===== config.mk =====
export PLATFORM = sky130hd
export DESIGN_NAME = border_mean_scheduler
export DESIGN_NICKNAME = d
export VERILOG_FILES = /design/src/rtl/border_mean_scheduler.sv
export SDC_FILE = /design/constraint.sdc
export NUM_CORES = 2
export LEC_CHECK = 0
export BUFFER_PORTS_ARGS = -buffer_cell sky130_fd_sc_hd__buf_2
export CORE_ASPECT_RATIO = 0.7
export CORE_MARGIN = 5
export CORE_UTILIZATION = 45
export CTS_CLUSTER_SIZE = 28
export DETAILED_ROUTE_END_ITERATION = 16
export HOLD_SLACK_MARGIN = 0.08
export PLACE_DENSITY = 0.67
export SLEW_MARGIN = 15
export SYNTH_ARGS = -nofsm -noshare
export SYNTH_HDL_FRONTEND = slang
export SYNTH_SLANG_ARGS = --single-unit

===== constraint.sdc =====
create_clock -name clk -period 3.9 [get_ports clk]
set_input_delay 0.195 -clock clk [delete_from_list [all_inputs] [get_ports clk]]
set_output_delay 0.195 -clock clk [all_outputs]
set_load 0.005 [all_outputs]

===== src/rtl/border_mean_scheduler.sv =====
`timescale 1ns/1ps
`default_nettype none
// +--------------------------------------------------------------------------+
// | border_mean_scheduler                                                    |
// | Post-frame scan of the border accumulator bank: one shared serial        |
// | divider computes sum/count per side x level into a result table.         |
// | Optional: BORDER_MEAN_ROUND_EN selects round-half-up division.           |
// | Rev 1.0                                                                  |
// +--------------------------------------------------------------------------+
module border_mean_scheduler #(
    parameter int LEVELS = 32,
    parameter int SUM_W  = 32,
    parameter int CNT_W  = 16,
    parameter int PIX_W  = 24
) (
    input  logic                         clk,
    input  logic                         rst,
    input  logic                         frame_done,
    output logic [2+$clog2(LEVELS)-1:0]  stat_addr,
    input  logic [SUM_W-1:0]             stat_sum,
    input  logic [CNT_W-1:0]             stat_cnt,
    output logic                         clear_req,
    output logic                         busy,
    output logic                         done,
    output logic                         overrun,
    input  logic [1:0]                   rd_side,
    input  logic [$clog2(LEVELS)-1:0]    rd_level,
    output logic [PIX_W-1:0]             rd_mean
);

    localparam int c_lvl_w  = $clog2(LEVELS);
    localparam int c_addr_w = 2 + c_lvl_w;
    localparam int c_n_ent  = 4 * LEVELS;
`ifdef BORDER_MEAN_ROUND_EN
    localparam int c_div_w  = SUM_W + 1;
`else
    localparam int c_div_w  = SUM_W;
`endif
    localparam int c_bit_w  = $clog2(c_div_w);

    localparam logic [c_addr_w-1:0] c_last_idx = '1;
    localparam logic [c_bit_w-1:0]  c_last_bit = c_bit_w'(c_div_w - 1);
    localparam logic [c_div_w-1:0]  c_pix_max  = c_div_w'({PIX_W{1'b1}});

    localparam logic [2:0] c_st_idle  = 3'd0;
    localparam logic [2:0] c_st_fetch = 3'd1;
    localparam logic [2:0] c_st_wait  = 3'd2;
    localparam logic [2:0] c_st_div   = 3'd3;
    localparam logic [2:0] c_st_store = 3'd4;
    localparam logic [2:0] c_st_clear = 3'd5;
    localparam logic [2:0] c_st_done  = 3'd6;

    logic [2:0]          r_state;
    logic [c_addr_w-1:0] r_idx;
    logic                r_overrun;
    logic [c_div_w-1:0]  r_quo;
    logic [CNT_W-1:0]    r_rem;
    logic [CNT_W-1:0]    r_div;
    logic [c_bit_w-1:0]  r_bit;
    logic [PIX_W-1:0]    r_rd_mean;
    logic [PIX_W-1:0]    r_table [c_n_ent];

    logic [c_div_w-1:0]  w_dividend;
    logic [CNT_W:0]      w_trial;
    logic [CNT_W:0]      w_diff;
    logic                w_ge;
    logic [PIX_W-1:0]    w_result;

`ifdef BORDER_MEAN_ROUND_EN
    assign w_dividend = {1'b0, stat_sum} + c_div_w'(stat_cnt >> 1);
`else
    assign w_dividend = stat_sum;
`endif

    // Restoring step: the dividend shifts out of r_quo MSB-first while quotient bits shift in.
    assign w_trial  = {r_rem, r_quo[c_div_w-1]};
    assign w_diff   = w_trial - {1'b0, r_div};
    assign w_ge     = (w_trial >= {1'b0, r_div});
    assign w_result = (r_quo > c_pix_max) ? {PIX_W{1'b1}} : r_quo[PIX_W-1:0];

    always_ff @(posedge clk) begin
        if (rst) begin
            r_state   <= c_st_idle;
            r_idx     <= '0;
            r_overrun <= 1'b0;
            r_quo     <= '0;
            r_rem     <= '0;
            r_div     <= '0;
            r_bit     <= '0;
        end else begin
            if (frame_done && (r_state != c_st_idle))
                r_overrun <= 1'b1;
            case (r_state)
                c_st_idle: begin
                    if (frame_done) begin
                        r_idx   <= '0;
                        r_state <= c_st_fetch;
                    end
                end
                c_st_fetch: r_state <= c_st_wait;
                c_st_wait: begin
                    r_div <= stat_cnt;
                    r_rem <= '0;
                    r_bit <= '0;
                    if (stat_cnt == '0) begin
                        r_quo   <= '0;
                        r_state <= c_st_store;
                    end else begin
                        r_quo   <= w_dividend;
                        r_state <= c_st_div;
                    end
                end
                c_st_div: begin
                    r_rem <= CNT_W'(w_ge ? w_diff : w_trial);
                    r_quo <= {r_quo[c_div_w-2:0], w_ge};
                    r_bit <= r_bit + 1'b1;
                    if (r_bit == c_last_bit)
                        r_state <= c_st_store;
                end
                c_st_store: begin
                    if (r_idx == c_last_idx) begin
                        r_state <= c_st_clear;
                    end else begin
                        r_idx   <= r_idx + 1'b1;
                        r_state <= c_st_fetch;
                    end
                end
                c_st_clear: r_state <= c_st_done;
                c_st_done:  r_state <= c_st_idle;
                default:    r_state <= c_st_idle;
            endcase
        end
    end

    // Table is deliberately unreset; a write coinciding with rst is dropped.
    always_ff @(posedge clk) begin
        if (!rst && (r_state == c_st_store))
            r_table[r_idx] <= w_result;
    end

    always_ff @(posedge clk) begin
        if (rst)
            r_rd_mean <= '0;
        else
            r_rd_mean <= r_table[{rd_side, rd_level}];
    end

    assign stat_addr = r_idx;
    assign busy      = (r_state != c_st_idle);
    assign clear_req = (r_state == c_st_clear);
    assign done      = (r_state == c_st_done);
    assign overrun   = r_overrun;
    assign rd_mean   = r_rd_mean;

endmodule
`default_nettype wire

==> results.ini <==
[detailed_routing]
detailedRoute.firstIterationViolations = 8229
drc = 0
route.detailed.wl_per_inst_um = 32.37
vias = 61160
drt.antenna.violating_nets = 0
drt-total-wl_um = 321700
firstDrtPassIters = 6
viasPerCell = 6.154

[clock_tree]
cts.path.max_buffers = 4
cts.root.buffer_cell = clkbuf_16
cts_hold_buffers = 55
numClockSinks = 3176
post_cts_buffers = 0
num_cts_buffers = 301
cts_htree_levels = 5
tritoncts = built
clkSlewWorstSetupHoldPaths_ns = 0.06
clock_latency_ns = 0.89
post_cts_sizing = 0

[timing]
clock_tree_skew_after_final_layout_ns = 0.05703
fin_crit_sh_pct = 81.12
max_freq_mhz = 316.1
finalHoldViolCount = 0
setup-violations-final = 0
maxSlewHeadroom_pct = 19.17
drv_slew = 0
worst-slew-pin-transition_ns = 1.212
layout_min_cycle_time_ns = 3.164
grt_setup_unrepaired = false
finalSetupTns_ns = 0

[grt]
grt_first_pass_wirelength_um = 455000
antenna_violations_before_repair = 25
grt_remaining_overflow = 0
maximum_number_of_pins_on_one_net_before_global_route_repair = 99
grtUsageTotal_pct = 22.54
number_of_global_route_vias_before_repair = 60450

[yosys]
post_synth_main_area_contributors = edfxtp_1 (75%), mux4_2 (15%), dfxtp_1 (1.7%)
synth_warnings = 0
synthDistinctLibCells = 56
synth_seq_area_share_pct = 77.01
synth_flop_cell = edfxtp_1
synth_commonest_cells = edfxtp_1 (3072), mux4_2 (840), nor2_1 (208)
ys_ff_latch = 3176
yosys.cell_count.top_type = edfxtp_1
synth_top_area_share_pct = 75.31
synthArstFlopShare_pct = 0
syn_nets = 5655
post_synth.cell_area_avg_um2 = 21.96
yosys.area.top_type = edfxtp_1
syn-cell-area_um2 = 122500
synth_edf_count = 3072
synth_cells = 5577

[power_and_ir_drop]
vdd.ir_drop.worst_v = 0.001207
p_total_mw = 94.70
power.static_leakage_nw = 43.82
powerDensity_nw_per_um2 = 675.7

[setup_path]
reg2reg_from = r_state[1]
crit_path_max_incr_delay_ns = 0.47
cpLargestDelayFamily = simple AND/OR/NAND/NOR gates
criticalPathCategory = flop to flop
rr_worst_depth = 6
timing.critical_path.cells = nor2_1 > nand2_1 > nor2_1 > nand3_1 > nor4bb_4 > buf_4
reg2reg_to = r_table[67][7]
cp.buffers_inverters = 1
timing.critical_path.fanout_max = 24
worst-endpoint-required_ns = 4.38
worst-endpoint-arrival_ns = 3.64
setup.worst_path.start_class = flop
crit_path_end_kind = flop
worst_path_max_delay_cell = nand3_1
timing.reg2reg.setup_slack_ns = 0.74
critical-path-top-cell-by-count = nor2_1

[die]
core_area_um2 = 271300
die_width_um = 633.6
initial_utilization_pct = 45.16
die_area_um2 = 282900
floorplan.rows = 160
dieHeight_um = 446.5
ios = 93

[finish]
fill_cells = 20640
drive_above_1_share_pct = 29.91
layout_stage_area_growth_over_the_synthesis_result_pct = 14.41
nets = 6142
final_cells = 9939

[worst_hold_path]
worst_hold_path_type = primary input to flop
worstHoldPathCells = 4
hold_path.startpoint = stat_cnt[15]
min_delay_worst_endpoint = r_div[15]

[place]
placedCellCount = 9350
detailed_place_hpwl_um = 188800
io_buffers = 92
rd_place_congestion = 0.8394

[status]
result_of_the_run = finished, final reports clean

[job]
maxCapViolations = 0

## stage by stage
stage          instance area, um2  setup WS (ns)  hold WS [ns]  utilization [%]
4_1_cts                    140100         0.8011       0.08234            51.65
5_1_grt                    140100         0.4968        0.1314            51.66
6_report                   140100         0.7365        0.1462            51.66
3_5_place_dp               130300         0.3531        0.4479            48.02
3_3_place_gp               130300         0.3568        0.4433            48.02
2_1_floorplan              122500         0.5423        0.3310                -
## routing by layer
| metal | track usage, % | vias up | wire [um] |
|---|---|---|---|
| met1 | 33.43 | 32700 | 129800 |
| met2 | 33.71 | 3571 | 146900 |
| met4 | 6.197 | 8 | 9324 |
| li1 | - | 24420 | - |
| met5 | 0 | - | 54 |
| met3 | 5.395 | 467 | 35610 |
## layout by cell type, fill, tap and decap left out, drive strengths merged, types with 5 or more instances in the layout
cell and count:
buf 448, nand2 166, bufinv 17, a32oi 5
inv 36, mux4 840, o211ai 26, edfxtp 3072
clkinvlp 8, or2 26, nand3 77, mux2i 176
dfxtp 104, ha 19, a211oi 51, o21ai 49
clkbuf 398, nor2 208, a31oi 36, dlygate4sd3 55
or3 5, nand3b 27, clkinv 92, diode 6
mux2 25, a22oi 53, nor2b 59, xnor2 5
o2111ai 24, nand4 5, xor2 9, a21oi 88
o31a 25, nor4 8
## area by class of cell
type / count / area [um2] / share of cell area (%)
clock inverter: 130 / 1134 / 0.8089
inverter: 23 / 86.33 / 0.06160
antenna: 6 / 15.01 / 0.01071
clock buffer: 397 / 8152 / 5.817
multi-input combinational: 2058 / 27350 / 19.51
timing repair buffer: 504 / 4521 / 3.226
sequential: 3176 / 94330 / 67.31
tap: 3645 / 4561 / 3.254
## worst max path at each step
stage,startpoint,endpoint,depth (start not counted)
final,r_state[1],r_table[67][7],6
after global routing,r_state[1],r_table[67][2],6
after CTS,r_state[1],r_table[69][18],6
after detailed placement,rd_level[0],rd_mean[23],10
after global placement,rd_level[0],rd_mean[18],10
after floorplan,r_state[0],r_table[67][0],6
## logic make-up (layout without fill, tap and decap cells)
family	Yosys count	in the layout	synth area share, %
DFF	3176	3176	77.01
xor gates and xnor gates	14	14	0.1001
buffers and inverters	343	1054	1.210
other	0	6	0
AOI/OAI and AO/OA	379	379	2.075
muxes	1041	1041	17.11
adders and majority gates	20	20	0.2104
and+or+nand+nor	604	604	2.284
## worst min-delay path, cell delays in order
cell	delay, ns
dlygate4sd3_1	0.53
buf_2	0.14
nand2_1	0.05
a21oi_1	0.05
## flip-flops by register name, indices dropped and copies added, names as in the netlist
register	flops
stat_addr	7
rd_mean	24
r_table	3072
r_div	16
r_quo	32
r_state	3
overrun	1
r_rem	16
r_bit	5
## power breakdown
group | internal, mW | switching [mW] | total (mW) | leakage (nW)
clock network | 15.9 | 12.3 | 28.1 | 4.53
logic | 3.12 | 14.8 | 18.0 | 10.8
registers | 48.4 | 0.221 | 48.6 | 28.5
total | 67.4 | 27.3 | 94.7 | 43.8
(Power assumes the default switching activity.)
